File: src/rtl/uart_tx_arbiter_if.sv
// Producer handshakes and UART register-bus signals shared by the TX arbiter.
// The master side is the arbiter; the slave side is the producers plus the UART port.
interface uart_tx_arbiter_if;
    logic       req0_valid;
    logic [7:0] req0_data;
    logic       req0_ready;
    logic       req1_valid;
    logic [7:0] req1_data;
    logic       req1_ready;
    logic [1:0] uart_address;
    logic       uart_w_en;
    logic [7:0] uart_din;
    logic       uart_enable;
    logic [7:0] uart_dout;

    modport master (
        input  req0_valid, req0_data, req1_valid, req1_data, uart_dout,
        output req0_ready, req1_ready, uart_address, uart_w_en, uart_din, uart_enable
    );

    modport slave (
        output req0_valid, req0_data, req1_valid, req1_data, uart_dout,
        input  req0_ready, req1_ready, uart_address, uart_w_en, uart_din, uart_enable
    );
endinterface

File: src/rtl/uart_tx_arbiter.sv
// Round-robin arbiter sharing the UART TX path between two byte producers;
// polls TX busy before each data write and issues the dummy init write after reset.
module uart_tx_arbiter #(
    parameter int unsigned SETTLE_CYCLES = 3
) (
    input  logic                  clk,
    input  logic                  rst,
    uart_tx_arbiter_if.master     bus,
    output logic                  busy,
    output logic                  last_grant
);
    localparam int unsigned CW = (SETTLE_CYCLES > 2) ? $clog2(SETTLE_CYCLES) : 1;

    typedef enum logic [2:0] {INIT, SETTLE, IDLE, POLL, CHECK, WRITE} state_t;

    state_t          state_q, state_d;
    logic [CW-1:0]   cnt_q, cnt_d;
    logic [7:0]      byte_q, byte_d;
    logic            grant_d;
    logic            winner;
    logic            any_valid;
    logic            unused_bits;

    assign unused_bits = ^{bus.req0_data[7], bus.req1_data[7], bus.uart_dout[6:0]};

    // Tie goes to the producer not served last; otherwise the lone requester wins.
    assign any_valid = bus.req0_valid | bus.req1_valid;
    assign winner    = (bus.req0_valid & bus.req1_valid) ? ~last_grant : bus.req1_valid;

    always_ff @(posedge clk or posedge rst) begin
        if (rst) begin
            state_q    <= INIT;
            cnt_q      <= '0;
            byte_q     <= '0;
            last_grant <= 1'b1;
        end else begin
            state_q    <= state_d;
            cnt_q      <= cnt_d;
            byte_q     <= byte_d;
            last_grant <= grant_d;
        end
    end

    always_comb begin
        state_d          = state_q;
        cnt_d            = cnt_q;
        byte_d           = byte_q;
        grant_d          = last_grant;
        bus.req0_ready   = 1'b0;
        bus.req1_ready   = 1'b0;
        bus.uart_address = 2'b11;
        bus.uart_w_en    = 1'b0;
        bus.uart_din     = '0;
        bus.uart_enable  = 1'b0;

        case (state_q)
            INIT: begin
                bus.uart_address = 2'b10;
                bus.uart_w_en    = 1'b1;
                bus.uart_enable  = 1'b1;
                cnt_d            = CW'(SETTLE_CYCLES - 1);
                state_d          = SETTLE;
            end
            SETTLE: begin
                if (cnt_q == '0) begin
                    state_d = IDLE;
                end else begin
                    cnt_d = cnt_q - 1'b1;
                end
            end
            IDLE: begin
                if (any_valid) begin
                    bus.req0_ready = ~winner;
                    bus.req1_ready = winner;
                    byte_d         = {1'b0, winner ? bus.req1_data[6:0] : bus.req0_data[6:0]};
                    grant_d        = winner;
                    state_d        = POLL;
                end
            end
            POLL: begin
                bus.uart_address = 2'b10;
                state_d          = CHECK;
            end
            CHECK: begin
                bus.uart_address = 2'b10;
                if (!bus.uart_dout[7]) begin
                    state_d = WRITE;
                end
            end
            WRITE: begin
                bus.uart_address = 2'b10;
                bus.uart_w_en    = 1'b1;
                bus.uart_din     = byte_q;
                bus.uart_enable  = 1'b1;
                cnt_d            = CW'(SETTLE_CYCLES - 1);
                state_d          = SETTLE;
            end
            default: state_d = INIT;
        endcase

        // Reset holds state in INIT; keep its write strobe off the bus until release.
        if (rst) begin
            bus.uart_address = 2'b11;
            bus.uart_w_en    = 1'b0;
            bus.uart_din     = '0;
            bus.uart_enable  = 1'b0;
        end
    end

    assign busy = (state_q != IDLE);
endmodule

File: src/flat_wrapper.sv
// flat-port wrapper written by rule: the top's interface ports become plain ports
module uart_tx_arbiter_flat 
#(
    parameter int unsigned SETTLE_CYCLES = 3
)
  (clk, rst, busy, last_grant, bus_req0_valid, bus_req0_data, bus_req1_valid, bus_req1_data, bus_uart_dout, bus_req0_ready, bus_req1_ready, bus_uart_address, bus_uart_w_en, bus_uart_din, bus_uart_enable);
  uart_tx_arbiter_if bus_i ();
  input  logic clk;
  input  logic rst;
  output logic busy;
  output logic last_grant;
  input wire logic [$bits(bus_i.req0_valid)-1:0] bus_req0_valid;
  input wire logic [$bits(bus_i.req0_data)-1:0] bus_req0_data;
  input wire logic [$bits(bus_i.req1_valid)-1:0] bus_req1_valid;
  input wire logic [$bits(bus_i.req1_data)-1:0] bus_req1_data;
  input wire logic [$bits(bus_i.uart_dout)-1:0] bus_uart_dout;
  output wire logic [$bits(bus_i.req0_ready)-1:0] bus_req0_ready;
  output wire logic [$bits(bus_i.req1_ready)-1:0] bus_req1_ready;
  output wire logic [$bits(bus_i.uart_address)-1:0] bus_uart_address;
  output wire logic [$bits(bus_i.uart_w_en)-1:0] bus_uart_w_en;
  output wire logic [$bits(bus_i.uart_din)-1:0] bus_uart_din;
  output wire logic [$bits(bus_i.uart_enable)-1:0] bus_uart_enable;
  assign bus_i.req0_valid = bus_req0_valid;
  assign bus_i.req0_data = bus_req0_data;
  assign bus_i.req1_valid = bus_req1_valid;
  assign bus_i.req1_data = bus_req1_data;
  assign bus_i.uart_dout = bus_uart_dout;
  assign bus_req0_ready = bus_i.req0_ready;
  assign bus_req1_ready = bus_i.req1_ready;
  assign bus_uart_address = bus_i.uart_address;
  assign bus_uart_w_en = bus_i.uart_w_en;
  assign bus_uart_din = bus_i.uart_din;
  assign bus_uart_enable = bus_i.uart_enable;
  uart_tx_arbiter #(.SETTLE_CYCLES(SETTLE_CYCLES)) u_core (.clk(clk), .rst(rst), .bus(bus_i), .busy(busy), .last_grant(last_grant));
endmodule
File: config.mk
export PLATFORM = sky130hd
export DESIGN_NAME = uart_tx_arbiter_flat
export DESIGN_NICKNAME = d
export VERILOG_FILES = /design/src/rtl/uart_tx_arbiter_if.sv /design/src/rtl/uart_tx_arbiter.sv /design/src/flat_wrapper.sv
export SDC_FILE = /design/constraint.sdc
export NUM_CORES = 1
export LEC_CHECK = 0
export CAP_MARGIN = 0
export CELL_PAD_IN_SITES_DETAIL_PLACEMENT = 0
export CELL_PAD_IN_SITES_GLOBAL_PLACEMENT = 1
export CORE_ASPECT_RATIO = 0.7
export CORE_MARGIN = 5
export CORE_UTILIZATION = 29
export CTS_CLUSTER_SIZE = 30
export DETAILED_ROUTE_END_ITERATION = 10
export PLACE_DENSITY_LB_ADDON = 0.25
export SETUP_SLACK_MARGIN = 0.05
export SYNTH_ARGS = -nofsm -noshare
export SYNTH_HDL_FRONTEND = slang
export SYNTH_SLANG_ARGS = --single-unit
File: constraint.sdc
create_clock -name clk -period 4 [get_ports clk]
set_clock_uncertainty 0.05 [all_clocks]
set_input_delay 0.8 -clock clk [delete_from_list [all_inputs] [get_ports clk]]
set_output_delay 0.8 -clock clk [all_outputs]
set_load 0.02 [all_outputs]
# Yosys cells after proc, flatten, opt, wreduce, memory -nomap -nowiden
# Index checks and enable logic that the tools add are counted.
classes:
  n_eq_ne: 10
  muxes: 18
  n_bitwise: 4
  add_sub_neg: 1
  reduce_logical: 8
ops:
  columns: ["cell", "count"]
  rows:
  - ["7-bit two-way mux", 3]
  - ["3-bit case mux with 5 select lines", 1]
  - ["1-bit two-way mux", 9]
  - ["3-bit two-way mux", 3]
  - ["3-bit by 2-bit equality test with 1-bit output, second input constant", 2]
  - ["3-bit equality test, second input constant", 2]
  - ["2-bit by 1-bit inequality test with 1-bit output, second input constant", 2]
  - ["2-bit inequality test, second input constant", 2]
  - ["2-bit case mux with 2 select lines", 1]
  - ["2-bit AND reduction", 2]
  - ["4-bit OR reduction", 1]
  - ["3-bit by 1-bit equality test with 1-bit output, second input constant", 1]
  - ["3-bit logical NOT", 1]
  - ["3-bit by 2-bit inequality test with 1-bit output, second input constant", 1]
  - ["3-bit AND reduction", 1]
  - ["2-bit logical NOT", 1]
  - ["2-bit two-way mux", 1]
  - ["1-bit inverter", 2]
  - ["2-bit nonzero test", 1]
  - ["2-bit OR reduction", 1]
  - ["2-bit by 1-bit subtractor with 2-bit output, second input constant", 1]
  - ["1-bit AND", 1]
  - ["1-bit bitwise OR", 1]
totals:
  wordCells: 45
  out_inout_bits: 16
  input_bits: 28
  reg_bits: 13

# Logic depth before layout (Yosys ltp)
# Gate-level depths: netlist of the first run.
depth:
  depth_word: 5
  ltp_mapped: 5
  depth_no_buf: 5

# Worst setup path before layout of the first run
# No wires, ideal clock.
synth_path:
  path_kind: "input port to output port"
  start: "input rst"
  end: "output bus_uart_w_en"
  path_buffers: 1
  cell_stages: 2
  t_arrival_ns: 1.866
  path_slack_ns: 1.284
  required_time_ns: 3.150
  path_cell_list: "nor4_1 > buf_4"
synth_between:
  elab_chain_len: 1
synth_lines:
  columns: ["element", "line", "rtl"]
  rows:
  - ["start: declaration", "flat_wrapper.sv:9", "input logic rst;"]
  - ["1-bit two-way mux", "uart_tx_arbiter.sv:102", "if (rst) begin"]
  - ["end: declaration", "flat_wrapper.sv:20", "output wire logic [$bits(bus_i.uart_w_en)-1:0] bus_uart_w_en;"]
# No other way between the ends.

# Worst setup path in the final report of the first run
layout_path:
  start: "input rst"
  end: "output bus_uart_din[3]"
layout_between:
  elab_chain_len: 1
layout_lines:
  columns: ["element", "line", "rtl"]
  rows:
  - ["7-bit two-way mux", "uart_tx_arbiter.sv:102", null]
  - ["end: declaration", "flat_wrapper.sv:21", "output wire logic [$bits(bus_i.uart_din)-1:0] bus_uart_din;"]
# No other way between the ends.

==> qor.yml, run 1 <==
netlist_instances: 84
clockBufferDepth: 2
portBuffers: 32
cts_tree: "built"
coreArea_um2: 2740
yosysTopAreaCell: "dfrtp_1"
cp.required_ns: 3.15
endpoint_kind: "output port"
die_area_um2: 3970
maxCapViolations: 0
grt_overflow_total: 0
synthMuxAreaShare_pct: 1.39
fin_nets: 145
synth_area_um2: 811
antenna_left: 0
pre_cts_slack_ns: 0.801
ir_worst_vdd_mv: 0.247
num_io_pins: 44
start_util_pct: 29.6
synth_compound_area_share_pct: 23.5
cts_resized: 0
synth_nets: 113
hp-class: "register to register"
die_h_um: 54.2
fmax_ghz: 0.313
antenna_found_initial: 0
rows: 16
cts_hold_buf: 0
synthTopCellsByArea: "dfrtp_1 37%, a2bb2oi_1 7.6%, o32ai_1 7.6%, and2_1 5.4%, dfstp_2 3.2%"
place_hpwl_mm: 1.54
min_period_over_period_pct: 79.9
drtPass1Iterations: 4
fin_ws_ns: 0.806
place_area_um2: 1150
synth_fa_ha_area_share_pct: 1.54
grt_max_degree: 15
root_buffer: "clkbuf_8"
status: "finished, final reports clean"
synth_most_common_cell: "dfrtp_1"
avgSynthCellArea_um2: 9.65
via_count: 729
globalplace.congestion: 0.710
fillerInstances: 276
synth-xor-area-share_pct: 1.08
ys_types: 33
synth_top_family_by_area: "compound AO/OA/AOI/OAI gates"
finalMaxSlewViolations: 0
die_x_um: 73.2
finalHoldViolCount: 0
crit_path_max_fanout: 7
seq_area_um2: 327
grt_use_total_pct: 10.3
drt_iter0_drc: 34
fin_util_pct: 43.5
leakagePower_nw: 0.480
area_growth_pct: 47.2
grt_pass1_vias: 691
rsz0062_at_grt: "false"
cts.clk_slew.worst_paths_ns: 0.05
clock-sinks: 13
synthFlopType: "dfrtp_1"
ys_seq_area_share_pct: 40.3
clock_latency_ns: 0.24
fin_setup_tns_ns: 0
grt_pass1_wl_mm: 3.12
drc: 0
synth-async-reset-ratio_pct: 100
final_area_um2: 1190
ctsHtreeMaxLevel: 1
power_density_nw_per_um2: 635
start_kind: "input pin"
cp.arrival_ns: 2.34
via_per_inst: 4.83
multi_input_area_um2: 413
wl_per_cell_um: 12.7
synth_top_cells_by_count: "12 x dfrtp_1, 7 x a2bb2oi_1, 7 x and2_1, 7 x o32ai_1, 6 x nor2_1"
wl_mm: 1.93
synth-edff-count: 0
n_antenna_cell: 0
crit_type: "input pin to output port"
final_layout_size_suffix_gt1_share_pct: 10.4
post_cts_buffers: 0
yosys_warnings: 0
finalSetupViolCount: 0
yosys.area_share.simple_pct: 22.5
cts_made_buffers: 3
period_needed_ns: 3.19
yosys.area.top_type_share_pct: 37.0
ys_seq_elements: 13
-- routing by layer --
metal	track usage (%)	share of wire, %	up-vias	routed length (um)
met5	0	0	-	0
met4	2.45	0.36	0	7
met3	5.32	7.3	2	140
met2	15.3	44	17	855
met1	13.2	48	349	921
li1	-	-	361	-
-- layout by cell type, fill, tap and decap left out --
| cell | instances |
|---|---|
| o21ai_0 | 2 |
| nor2_8 | 1 |
| inv_1 | 4 |
| nor4_1 | 1 |
| a21oi_1 | 2 |
| o22ai_1 | 1 |
| dfrtp_1 | 12 |
| a21bo_2 | 1 |
| or2b_1 | 1 |
| a22o_1 | 1 |
| and2_1 | 7 |
| and2b_1 | 2 |
| a2bb2oi_1 | 7 |
| clkbuf_1 | 1 |
| a22oi_1 | 1 |
| nor2b_1 | 2 |
| and3_1 | 1 |
| a31oi_1 | 1 |
| buf_4 | 3 |
| nor2_1 | 6 |
| xnor2_1 | 1 |
| clkbuf_8 | 3 |
| inv_4 | 1 |
| conb_1 | 2 |
| nor3b_4 | 1 |
| dfstp_2 | 1 |
| nor3_1 | 3 |
| nand2_1 | 4 |
| clkdlybuf4s50_1 | 32 |
| ha_1 | 1 |
| o22a_1 | 1 |
| mux2_2 | 1 |
| o32ai_1 | 7 |
-- kinds of logic after synthesis --
kind of cell / count (synthesis)
AND/OR/NAND/NOR: 29
AO/OA/AOI/OAI: 24
flip-flops: 13
buffers and inverters: 13
other: 2
adder cells (fa/ha/maj): 1
XOR/XNOR: 1
multiplexers: 1
-- worst paths after layout --
| check | start | endpoint | slack, ns | cells past startpoint |
|---|---|---|---|---|
| max | rst | bus_uart_din[3] | 0.81 | 5 |
| min | u_core.cnt_q[1]$_DFFE_PP0P_ | u_core.cnt_q[1]$_DFFE_PP0P_ | 0.43 | 1 |
| max reg2reg | u_core.state_q[1]$_DFFE_PP0P_ | u_core.byte_q[0]$_DFFE_PP0P_ | 2.32 | 4 |
| min reg2reg | u_core.cnt_q[1]$_DFFE_PP0P_ | u_core.cnt_q[1]$_DFFE_PP0P_ | 0.43 | 1 |
| max in group asynchronous | rst | u_core.last_grant$_DFFE_PP1P_ | 2.81 | 3 |
| min in group asynchronous | rst | u_core.state_q[2]$_DFFE_PP0P_ | 0.85 | 3 |
-- flip-flops by register name (all words and copies together) (netlist names) --
register	cells
u_core.last_grant	1
u_core.byte_q	7
u_core.cnt_q	2
u_core.state_q	3
-- metrics by stage --
stage | hold WS (ns) | instances | power, mW
final | 0.434 | 151 | 0.758
after global routing | 0.454 | 151 | 0.818
after CTS | 0.439 | 151 | 0.768
after detailed placement | 0.427 | 147 | 0.647
after global placement | 0.424 | 147 | 0.640
after floorplan | 0.410 | 84 | 0.532
-- power breakdown --
part           total [mW]  switching (mW)  leakage (nW)  internal (mW)
Combinational       0.373           0.170         0.312          0.203
Clock               0.117          0.0469        0.0228         0.0703
Sequential          0.268          0.0672         0.146          0.201
-- worst max-delay path: stages --
cell             delay, ns
clkdlybuf4s50_1       0.43
nor3_1                0.20
buf_4                 0.17
and2_1                0.12
clkdlybuf4s50_1       0.61
-- area by class of cell --
cell class                      instances  share of cell area [%]
Clock buffer                            4                    3.77
Inverter                                5                    1.78
Multi-Input combinational cell         58                    34.6
Sequential cell                        13                    27.4
Tap cell                               36                    3.77
Timing Repair Buffer                   35                    28.7
(Power assumes the default switching activity.)
==> run 2: changes to the inputs <==
--- a/config.mk
+++ b/config.mk
@@ -10,7 +10,7 @@
 export CELL_PAD_IN_SITES_GLOBAL_PLACEMENT = 1
 export CORE_ASPECT_RATIO = 0.7
 export CORE_MARGIN = 5
-export CORE_UTILIZATION = 29
+export CORE_UTILIZATION = 27
 export CTS_CLUSTER_SIZE = 30
 export DETAILED_ROUTE_END_ITERATION = 10
 export PLACE_DENSITY_LB_ADDON = 0.25
==> constraint.sdc (replaced) <==
create_clock -name clk -period 3.1 [get_ports clk]
set_clock_uncertainty 0.05 [all_clocks]
set_input_delay 0.62 -clock clk [delete_from_list [all_inputs] [get_ports clk]]
set_output_delay 0.62 -clock clk [all_outputs]
set_load 0.02 [all_outputs]
==> run 2 against run 1 <==
  * First-iteration DRC count fell by 47%
  * Wire length increased by 3.0%
  * Non-clock buffer count increased by 1
  * Via count decreased by 2.2%
  * Flip-flop and latch count unchanged
==> qor.yml, run 2 (synthesis results as in run 1) <==
antenna_found_initial: 0  # unchanged
period_needed_ns: 2.84
rsz0062_at_grt: "false"  # unchanged
p_sw_share_pct: 37.9  # was 37.4%
pwr-share-comb_pct: 49.3  # was 49.1%
fin_ws_ns: 0.261  # was 0.806 ns
crit_type: "input pin to output port"  # unchanged
fillerInstances: 278  # was 276
p_switching_mw: 0.373  # was 0.284 mW
start_util_pct: 28.5  # was 29.6%
final_layout_size_suffix_gt1_share_pct: 12.9  # was 10.4%
wl_per_cell_um: 13.0  # was 12.7 um
start_kind: "input pin"  # unchanged
clkPwrFrac_pct: 15.3  # was 15.5%
p_total_mw: 0.984  # was 0.758 mW
via_count: 713  # was 729
antenna_left: 0  # unchanged
clock-sinks: 13  # unchanged
cts_tree: "built"  # unchanged
fin_nets: 146  # was 145
portBuffers: 32  # unchanged
mostFrequentLayoutCells: "32 x clkdlybuf4s50_1, 12 x dfrtp_1, 7 x o32ai_1, 7 x a2bb2oi_1, 7 x and2_1"  # unchanged
fmax_ghz: 0.352
area_growth_pct: 48.6  # was 47.2%
grt_overflow_total: 0  # unchanged
p_int_mw: 0.611  # was 0.474 mW
max_flop_register: "u_core.byte_q"  # unchanged
coreArea_um2: 2840  # was 2740 um^2
drc: 0  # unchanged
finalSetupViolCount: 0  # unchanged
min_period_over_period_pct: 91.6
largest_reg_flops: 7  # unchanged
maxCapViolations: 0  # unchanged
ir_worst_vdd_mv: 0.337  # was 0.247 mV
die_area_um2: 4220  # was 3970 um^2
clockBufferDepth: 2  # unchanged
place_hpwl_mm: 1.60  # was 1.54 mm
cts_hold_buf: 0  # unchanged
r2r_slack_ns: 1.65  # was 2.32 ns
drtPass1Iterations: 4  # unchanged
reg_top3: "u_core.byte_q x7, u_core.state_q x3, u_core.cnt_q x2"  # unchanged
seq_power_share_pct: 35.4  # about the same
ctsHtreeMaxLevel: 1  # unchanged
cp.arrival_ns: 2.17  # was 2.34 ns
crit_path_max_fanout: 7  # unchanged
mostFrequentLayoutCell: "clkdlybuf4s50_1"  # unchanged
cts.clk_slew.worst_paths_ns: 0.06  # was 0.05 ns
rows: 16  # unchanged
root_buffer: "clkbuf_8"  # unchanged
n_antenna_cell: 0  # unchanged
endpoint_kind: "output port"  # unchanged
pre_cts_slack_ns: 0.148  # was 0.801 ns
grt_use_total_pct: 10.6  # was 10.3%
drt_iter0_drc: 18  # was 34
hp-class: "register to register"  # unchanged
grt_pass1_vias: 751  # was 691
cts_made_buffers: 3  # unchanged
die_h_um: 55.8  # was 54.2 um
cp.required_ns: 2.43  # was 3.15 ns
finalHoldViolCount: 0  # unchanged
die_x_um: 75.5  # was 73.2 um
leakagePower_nw: 0.489  # was 0.480 nW
status: "finished, final reports clean"  # unchanged
grt_pass1_wl_mm: 3.46  # was 3.12 mm
fin_setup_tns_ns: 0  # unchanged
grt_max_degree: 14  # was 15
num_io_pins: 44  # unchanged
clock_latency_ns: 0.24  # about the same
via_per_inst: 4.69  # was 4.83
power_density_nw_per_um2: 817  # was 635 nW/um^2
finalMaxSlewViolations: 0  # unchanged
wl_mm: 1.98  # was 1.93 mm
globalplace.congestion: 0.673  # was 0.710
==> run 2: worst max-delay path: stages <==
cell             delay (ns)
clkdlybuf4s50_1        0.44
nor3_1                 0.20
buf_4                  0.17
and2_1                 0.13
clkdlybuf4s50_1        0.61
==> run 2: final timing paths <==
path | from | to | depth (start not counted)
worst max register to register | u_core.state_q[1]$_DFFE_PP0P_ | u_core.last_grant$_DFFE_PP1P_ | 4
worst min register to register | u_core.cnt_q[1]$_DFFE_PP0P_ | u_core.cnt_q[1]$_DFFE_PP0P_ | 1
min in group asynchronous | rst | u_core.byte_q[2]$_DFFE_PP0P_ | 3
max in group asynchronous | rst | u_core.last_grant$_DFFE_PP1P_ | 3
worst max-delay path | rst | bus_uart_din[5] | 5
worst min-delay path | u_core.cnt_q[1]$_DFFE_PP0P_ | u_core.cnt_q[1]$_DFFE_PP0P_ | 1
==> run 2: metal layers <==
metal / track usage (%) / share of wire (%)
met1: 15.1 / 50
met2: 14.8 / 44
met3: 4.33 / 5.3
met4: 2.24 / 0.40
met5: 0 / 0
==> run 2: timing repair <==
action                                  CTS  global route
setup buffers                             0             0
resized for setup                         0             1
endpoints found under the setup margin    0             1
==> run 2: final cells by class <==
| class | instances | area [um^2] | share of cell area (%) |
|---|---|---|---|
| clock buffers | 3 | 41.3 | 3.43 |
| multi-input cells | 58 | 415 | 34.5 |
| repair buffers | 36 | 350 | 29.1 |
| flip-flops and latches | 13 | 327 | 27.1 |
| inverters | 5 | 21.3 | 1.77 |
| clock inverters | 1 | 5.00 | 0.415 |
| well taps | 36 | 45.0 | 3.74 |
==> run 2: through the flow <==
| stage | util, % | cells | hold slack (ns) | area (um^2) |
|---|---|---|---|---|
| 2_1_floorplan | - | 84 | 0.410 | 811 |
| 3_3_place_gp | 40.7 | 148 | 0.427 | 1160 |
| 5_1_grt | 42.4 | 152 | 0.456 | 1200 |
| 6_report | 42.4 | 152 | 0.439 | 1200 |
| 3_5_place_dp | 40.7 | 148 | 0.429 | 1160 |
| 4_1_cts | 42.3 | 152 | 0.443 | 1200 |
==> run 2: power groups by stage <==
stage | clock network [mW] | logic, mW | registers (mW)
4_1_cts | 0.155 | 0.489 | 0.346
3_3_place_gp | 0 | 0.480 | 0.347
3_5_place_dp | 0 | 0.487 | 0.349
5_1_grt | 0.166 | 0.533 | 0.364
6_report | 0.150 | 0.485 | 0.349
2_1_floorplan | 0 | 0.382 | 0.305
